**config.mk**
```make
export PLATFORM = sky130hd
export DESIGN_NAME = alu_arbiter
export DESIGN_NICKNAME = d
export VERILOG_FILES = /design/src/rtl/alu_pkg.sv /design/src/rtl/alu_core.sv /design/src/rtl/alu_arbiter.sv
export SDC_FILE = /design/constraint.sdc
export NUM_CORES = 1
export LEC_CHECK = 0
export BUFFER_PORTS_ARGS = -buffer_cell sky130_fd_sc_hd__clkbuf_2
export CAP_MARGIN = 20
export CORE_MARGIN = 8
export CORE_UTILIZATION = 50
export CTS_BUF_LIST = sky130_fd_sc_hd__clkbuf_8
export DETAILED_ROUTE_END_ITERATION = 8
export PLACE_DENSITY_LB_ADDON = 0.12
export RECOVER_POWER = 100
export REMOVE_ABC_BUFFERS = 1
export SYNTH_ARGS = -nofsm -noshare
export SYNTH_HDL_FRONTEND = slang
export SYNTH_SLANG_ARGS = --single-unit
```
**constraint.sdc**
```tcl
create_clock -name clk -period 3.1 [get_ports clk]
set_clock_uncertainty 0.2 [all_clocks]
set_input_delay 0.93 -clock clk [delete_from_list [all_inputs] [get_ports clk]]
set_output_delay 0.93 -clock clk [all_outputs]
set_load 0.01 [all_outputs]
```
**src/rtl/alu_pkg.sv**
```systemverilog
// alu_pkg: op encodings, FSM state encoding and condition-code bit indices for alu_arbiter
package alu_pkg;
   localparam logic [1:0] ALU_ADD = 2'd0;
   localparam logic [1:0] ALU_SUB = 2'd1;
   localparam logic [1:0] ALU_AND = 2'd2;
   localparam logic [1:0] ALU_XOR = 2'd3;
   localparam logic [1:0] ST_IDLE = 2'd0;
   localparam logic [1:0] ST_EXEC = 2'd1;
   localparam logic [1:0] ST_RESP = 2'd2;
   localparam int CC_ZF = 2;
   localparam int CC_SF = 1;
   localparam int CC_OF = 0;
endpackage

```
**src/rtl/alu_core.sv**
```systemverilog
// alu_core: combinational add/sub/and/xor; ZF/SF/OF outputs exist only with ALU_CC_EN
module alu_core
   import alu_pkg::*;
#(
   parameter int W   = 32,
   parameter int OPW = 2
) (
   input  logic [OPW-1:0] op,
   input  logic [W-1:0]   a,
   input  logic [W-1:0]   b,
   output logic [W-1:0]   result
`ifdef ALU_CC_EN
   ,
   output logic           zf,
   output logic           sf,
   output logic           of
`endif
);
   // Subtract is b-a to match the Y86 subq operand order
   always_comb begin
      result = op == ALU_ADD ? a + b :
               op == ALU_SUB ? b - a :
               op == ALU_AND ? a & b : a ^ b;
   end
`ifdef ALU_CC_EN
   // Signed overflow only exists for add/sub; logic ops never overflow
   always_comb begin
      zf = result == '0;
      sf = result[W-1];
      of = op == ALU_ADD ? (a[W-1] == b[W-1]) && (result[W-1] != a[W-1]) :
           op == ALU_SUB ? (a[W-1] != b[W-1]) && (result[W-1] != b[W-1]) : 1'b0;
   end
`endif
endmodule

```
**src/rtl/alu_arbiter.sv**
```systemverilog
// alu_arbiter: round-robin sharing of one ALU between two requesters; rsp_cc exists only with ALU_CC_EN
module alu_arbiter
   import alu_pkg::*;
#(
   parameter int W   = 32,
   parameter int OPW = 2
) (
   input  logic           clk,
   input  logic           rst,
   input  logic           req0_valid,
   output logic           req0_ready,
   input  logic [OPW-1:0] req0_op,
   input  logic [W-1:0]   req0_a,
   input  logic [W-1:0]   req0_b,
   input  logic           req1_valid,
   output logic           req1_ready,
   input  logic [OPW-1:0] req1_op,
   input  logic [W-1:0]   req1_a,
   input  logic [W-1:0]   req1_b,
   output logic           rsp0_valid,
   input  logic           rsp0_ready,
   output logic           rsp1_valid,
   input  logic           rsp1_ready,
   output logic [W-1:0]   rsp_result
`ifdef ALU_CC_EN
   ,
   output logic [2:0]     rsp_cc
`endif
);
   logic [1:0]     state;
   logic           ptr;
   logic           owner;
   logic           gnt1;
   logic           take;
   logic [OPW-1:0] op_q;
   logic [W-1:0]   a_q;
   logic [W-1:0]   b_q;
   logic [W-1:0]   res;
`ifdef ALU_CC_EN
   logic           zf;
   logic           sf;
   logic           of;
`endif

   alu_core #(.W(W), .OPW(OPW)) u_core (
      .op(op_q),
      .a(a_q),
      .b(b_q),
      .result(res)
`ifdef ALU_CC_EN
      ,
      .zf(zf),
      .sf(sf),
      .of(of)
`endif
   );

   // Grant: requester 1 wins when alone or when the pointer favours it; readies held low during reset
   always_comb begin
      gnt1       = req1_valid && (!req0_valid || ptr);
      req0_ready = !rst && state == ST_IDLE && req0_valid && !gnt1;
      req1_ready = !rst && state == ST_IDLE && gnt1;
      rsp0_valid = state == ST_RESP && !owner;
      rsp1_valid = state == ST_RESP && owner;
      take       = owner ? rsp1_ready : rsp0_ready;
   end

   // FSM, round-robin pointer, operand latches and registered result
   always_ff @(posedge clk) begin
      if (rst) begin
         state      <= ST_IDLE;
         ptr        <= 1'b0;
         owner      <= 1'b0;
         rsp_result <= '0;
      end else if (state == ST_IDLE) begin
         if (req0_ready || req1_ready) begin
            owner <= gnt1;
            ptr   <= !gnt1;
            op_q  <= gnt1 ? req1_op : req0_op;
            a_q   <= gnt1 ? req1_a : req0_a;
            b_q   <= gnt1 ? req1_b : req0_b;
            state <= ST_EXEC;
         end
      end else if (state == ST_EXEC) begin
         rsp_result <= res;
         state      <= ST_RESP;
      end else if (state != ST_RESP || take) begin
         state <= ST_IDLE;
      end
   end

`ifdef ALU_CC_EN
   // Condition codes captured in the same cycle as the result
   always_ff @(posedge clk) begin
      if (rst)
         rsp_cc <= '0;
      else if (state == ST_EXEC) begin
         rsp_cc[CC_ZF] <= zf;
         rsp_cc[CC_SF] <= sf;
         rsp_cc[CC_OF] <= of;
      end
   end
`endif
endmodule

```
==> results by group <==
Status
  – Status: complete, but fails checks
  – Violated checks: setup timing

Synthesis
  – Syn_area_per_cell: 8.793 µm²
  – Post-synthesis compound-gate area fraction: 0.2434
  – Post-synth EDFFs: 66
  – Fraction of registers with async set/reset: 0
  – Largest family of logic cells by synthesized area: compound AO/OA/AOI/OAI gates
  – Synth Area in Simple Gates: 0.1547
  – Post-synthesis mux area share: 0.1109
  – Sequential area share after synthesis: 0.3225
  – Synth Area in XOR/XNOR: 0.009407
  – Main synth FF type: edfxtp_1
  – Synth unique cells: 83
  – Yosys warnings: 0
  – Post-Syn Area: 8379 µm²
  – Post-Synth Adder-Cell Area: 0.09885
  – Synthesized flop and latch total: 102
  – Mapped Cells: 953

Setup path
  – R2R Path Start: b_q[4]
  – Max incr delay on CP: 460 ps
  – Crit path kind: register to register
  – Crit path capture type: register
  – Worst setup path startpoint: b_q[4]
  – Critical Path, Cell by Cell: ha_4 > buf_6 > a21oi_4 > and2_4 > a21oi_4 > o211a_4 > o211ai_1 > buf_4 > nand2_2 > a211oi_2 > mux2_4 > a311oi_2
  – Type of origin of the critical path: register
  – CP dominant cell by count: a21oi_4
  – Slowest-stage cell, CP: edfxtp_1
  – Crit-path max FO: 4
  – Arr. time, crit path: 3230 ps
  – Worst Path Required: 3200 ps

Route
  – DRT Pass-1 Iters: 6
  – DR DRC count: 0
  – Detailed-route vias per instance: 5.880
  – Antenna-violating nets left: 0
  – Aggregate routed wire length: 26840 µm
  – Drt wl/cell: 18.79 µm
  – DRT iter0 DRCs: 670
  – Total number of vias: 8396

Layout
  – Share of layout cells above drive strength 1: 0.4015
  – Final net count: 1406
  – Multi-input gate area: 5665 µm²
  – Register area: 2703 µm²
  – Diodes inserted: 0
  – Core Util, Final: 0.6652
  – Most common cell after layout, fill and taps aside: clkbuf_2
  – P&R area growth vs syn: 30.72%
  – Fill cells: 1407
  – Commonest non-fill, non-tap cells in the layout: clkbuf_2, buf_4, nor2_1

Global route
  – First-pass GRT wire length: 42450 µm
  – Vias in the first global route: 8273
  – Gr busiest metal: met2
  – GR Layer Usage met2: 0.3916
  – Total global routing overflow: 0
  – Largest net degree at the start of global routing: 50
  – GRT Total Usage: 0.2425
  – Number of antenna violations at the first check in global routing: 0
  – Met3 Usage GRT: 0.04384
  – GR Layer Usage met1: 0.3219

Floorplanning
  – Initial Utilization: 0.5089
  – Core area: 16470 µm²
  – Height of the die: 145.5 µm
  – Die width: 145.5 µm
  – Total Die Area: 21160 µm²
  – Top-Level Pins: 174
  – Row count: 47

Pwr
  – Static leakage: 0.004749 µW
  – Pwr Density: 414.2 nW/µm²
  – Worst VDD drop: 271.1 µV
  – Overall Power: 4537 µW

Timing
  – Slew HR: 0.3101
  – F_max: 320.2 MHz
  – Final critical-path share of the clock period: 1.007
  – Hold Violations, Final: 0
  – RSZ-0062 raised after global routing: yes
  – Period minus WS final: 3123 ps
  – Setup ws final: -23.00 ps
  – Slew @ Worst Pin: 1031 ps
  – Slew Limit Fails: 0
  – Setup Total Neg Slack: -41.16 ps
  – # setup viols final: 2
  – WHS: 258.5 ps

Placed design
  – IO Port Bufs: 173
  – DP HPWL: 20270 µm
  – Gpl congestion: 0.9695

Clock tree
  – Maximum clock path buffer count: 2
  – Latest clock arrival within the worst-skew pair: 390 ps
  – Root Buffer: clkbuf_8
  – Num CTS Buffers: 9
  – Clock slew at the register clock pins of the worst setup and hold paths: 100 ps
  – CTS HTree Levels: 3
  – Clock sinks: 102
  – Hold-fix buffers, CTS: 0
  – CTS tree: yes

Min path
  – Min-Delay Path Class: register to register
  – Hold path start: rsp_result[0]

Job
  – Max-cap viol count: 0
-- path summary, 6_finish.rpt --
check,slack (ps),to,cells past startpoint
worst max-delay path,-20,rsp_result[25],12
worst min-delay path,260,rsp_result[0],2
worst max register to register,-20,rsp_result[25],12
worst min register to register,260,rsp_result[0],2
-- state kept, by name, summed over array words and instances (netlist names) --
register	cells
a_q	32
b_q	32
rsp_result	32
op_q	2
state	2
owner	1
ptr	1
-- per-layer routing --
| layer | vias up | part of all wire | routed length, µm |
|---|---|---|---|
| met2 | 347 | 0.47 | 12560 |
| met4 | 0 | 0.025 | 669 |
| li1 | 4024 | - | - |
| met5 | - | 0 | 0 |
| met3 | 53 | 0.067 | 1788 |
| met1 | 3972 | 0.44 | 11820 |
-- cells in the mapped netlist (all sizes together) (7+ instances only) --
| cell | n | share of area |
|---|---|---|
| a2111oi | 7 | 0.011 |
| a211oi | 19 | 0.019 |
| a21o | 14 | 0.013 |
| a21oi | 90 | 0.055 |
| a311oi | 14 | 0.015 |
| buf | 17 | 0.010 |
| clkbuf | 41 | 0.018 |
| dfxtp | 36 | 0.086 |
| edfxtp | 66 | 0.24 |
| ha | 63 | 0.094 |
| inv | 71 | 0.032 |
| mux2 | 69 | 0.093 |
| mux2i | 13 | 0.016 |
| nand2 | 64 | 0.029 |
| nand2b | 8 | 0.0060 |
| nand3 | 13 | 0.0078 |
| nand4 | 7 | 0.0052 |
| nor2 | 92 | 0.041 |
| nor2b | 13 | 0.010 |
| nor3 | 38 | 0.023 |
| o211ai | 22 | 0.021 |
| o21ai | 53 | 0.033 |
| o31ai | 10 | 0.0090 |
| xnor2 | 8 | 0.0084 |
-- where the power goes --
part	internal, µW	leakage [µW]	switching (µW)
logic	907	0.00373	1100
registers	1590	0.000915	80.8
clock network	365	0.000109	492
total	2860	0.00475	1680
-- worst max-delay path: cells and delay by family (launching register included) --
family                   cells  cell delay [ps]
flip-flops                   1              460
multiplexers                 1              330
adder cells (fa/ha/maj)      1              290
AND/OR/NAND/NOR              2              230
buffers and inverters        2              300
AO/OA/AOI/OAI                6             1230
-- per-stage QoR --
stage                     cells  setup slack (ps)  area [µm²]
final                      1428            -23.00       10950
after global routing       1428            -149.3       10950
after CTS                  1422            -53.60       10540
after detailed placement   1399            -137.1       10160
after global placement     1399            -112.9       10160
after floorplan             895             -2497        8142
-- cells by family after synthesis --
kind of cell / Yosys count
AOI/OAI and AO/OA: 294
and+or+nand+nor: 271
buffers and inverters: 129
DFF: 102
muxes: 83
adders and majority gates: 65
xor gates and xnor gates: 9
-- repair_timing --
| item | in CTS | in global routing |
|---|---|---|
| gates resized for setup | 21 | 81 |
| pin swaps | 12 | 50 |
| gates cloned | 0 | 0 |
| hold endpoints to repair | 0 | 0 |
| setup endpoints to repair | 15 | 20 |
| setup buffers | 8 | 7 |
-- cell type report --
cell class | count | share of cell area
multi-input cells | 722 | 0.5172
inverters | 71 | 0.02433
clock buffers | 9 | 0.01131
repair buffers | 297 | 0.1698
flip-flops and latches | 102 | 0.2467
well taps | 220 | 0.02513
clock inverters | 7 | 0.005483
(Power assumes the default switching activity.)
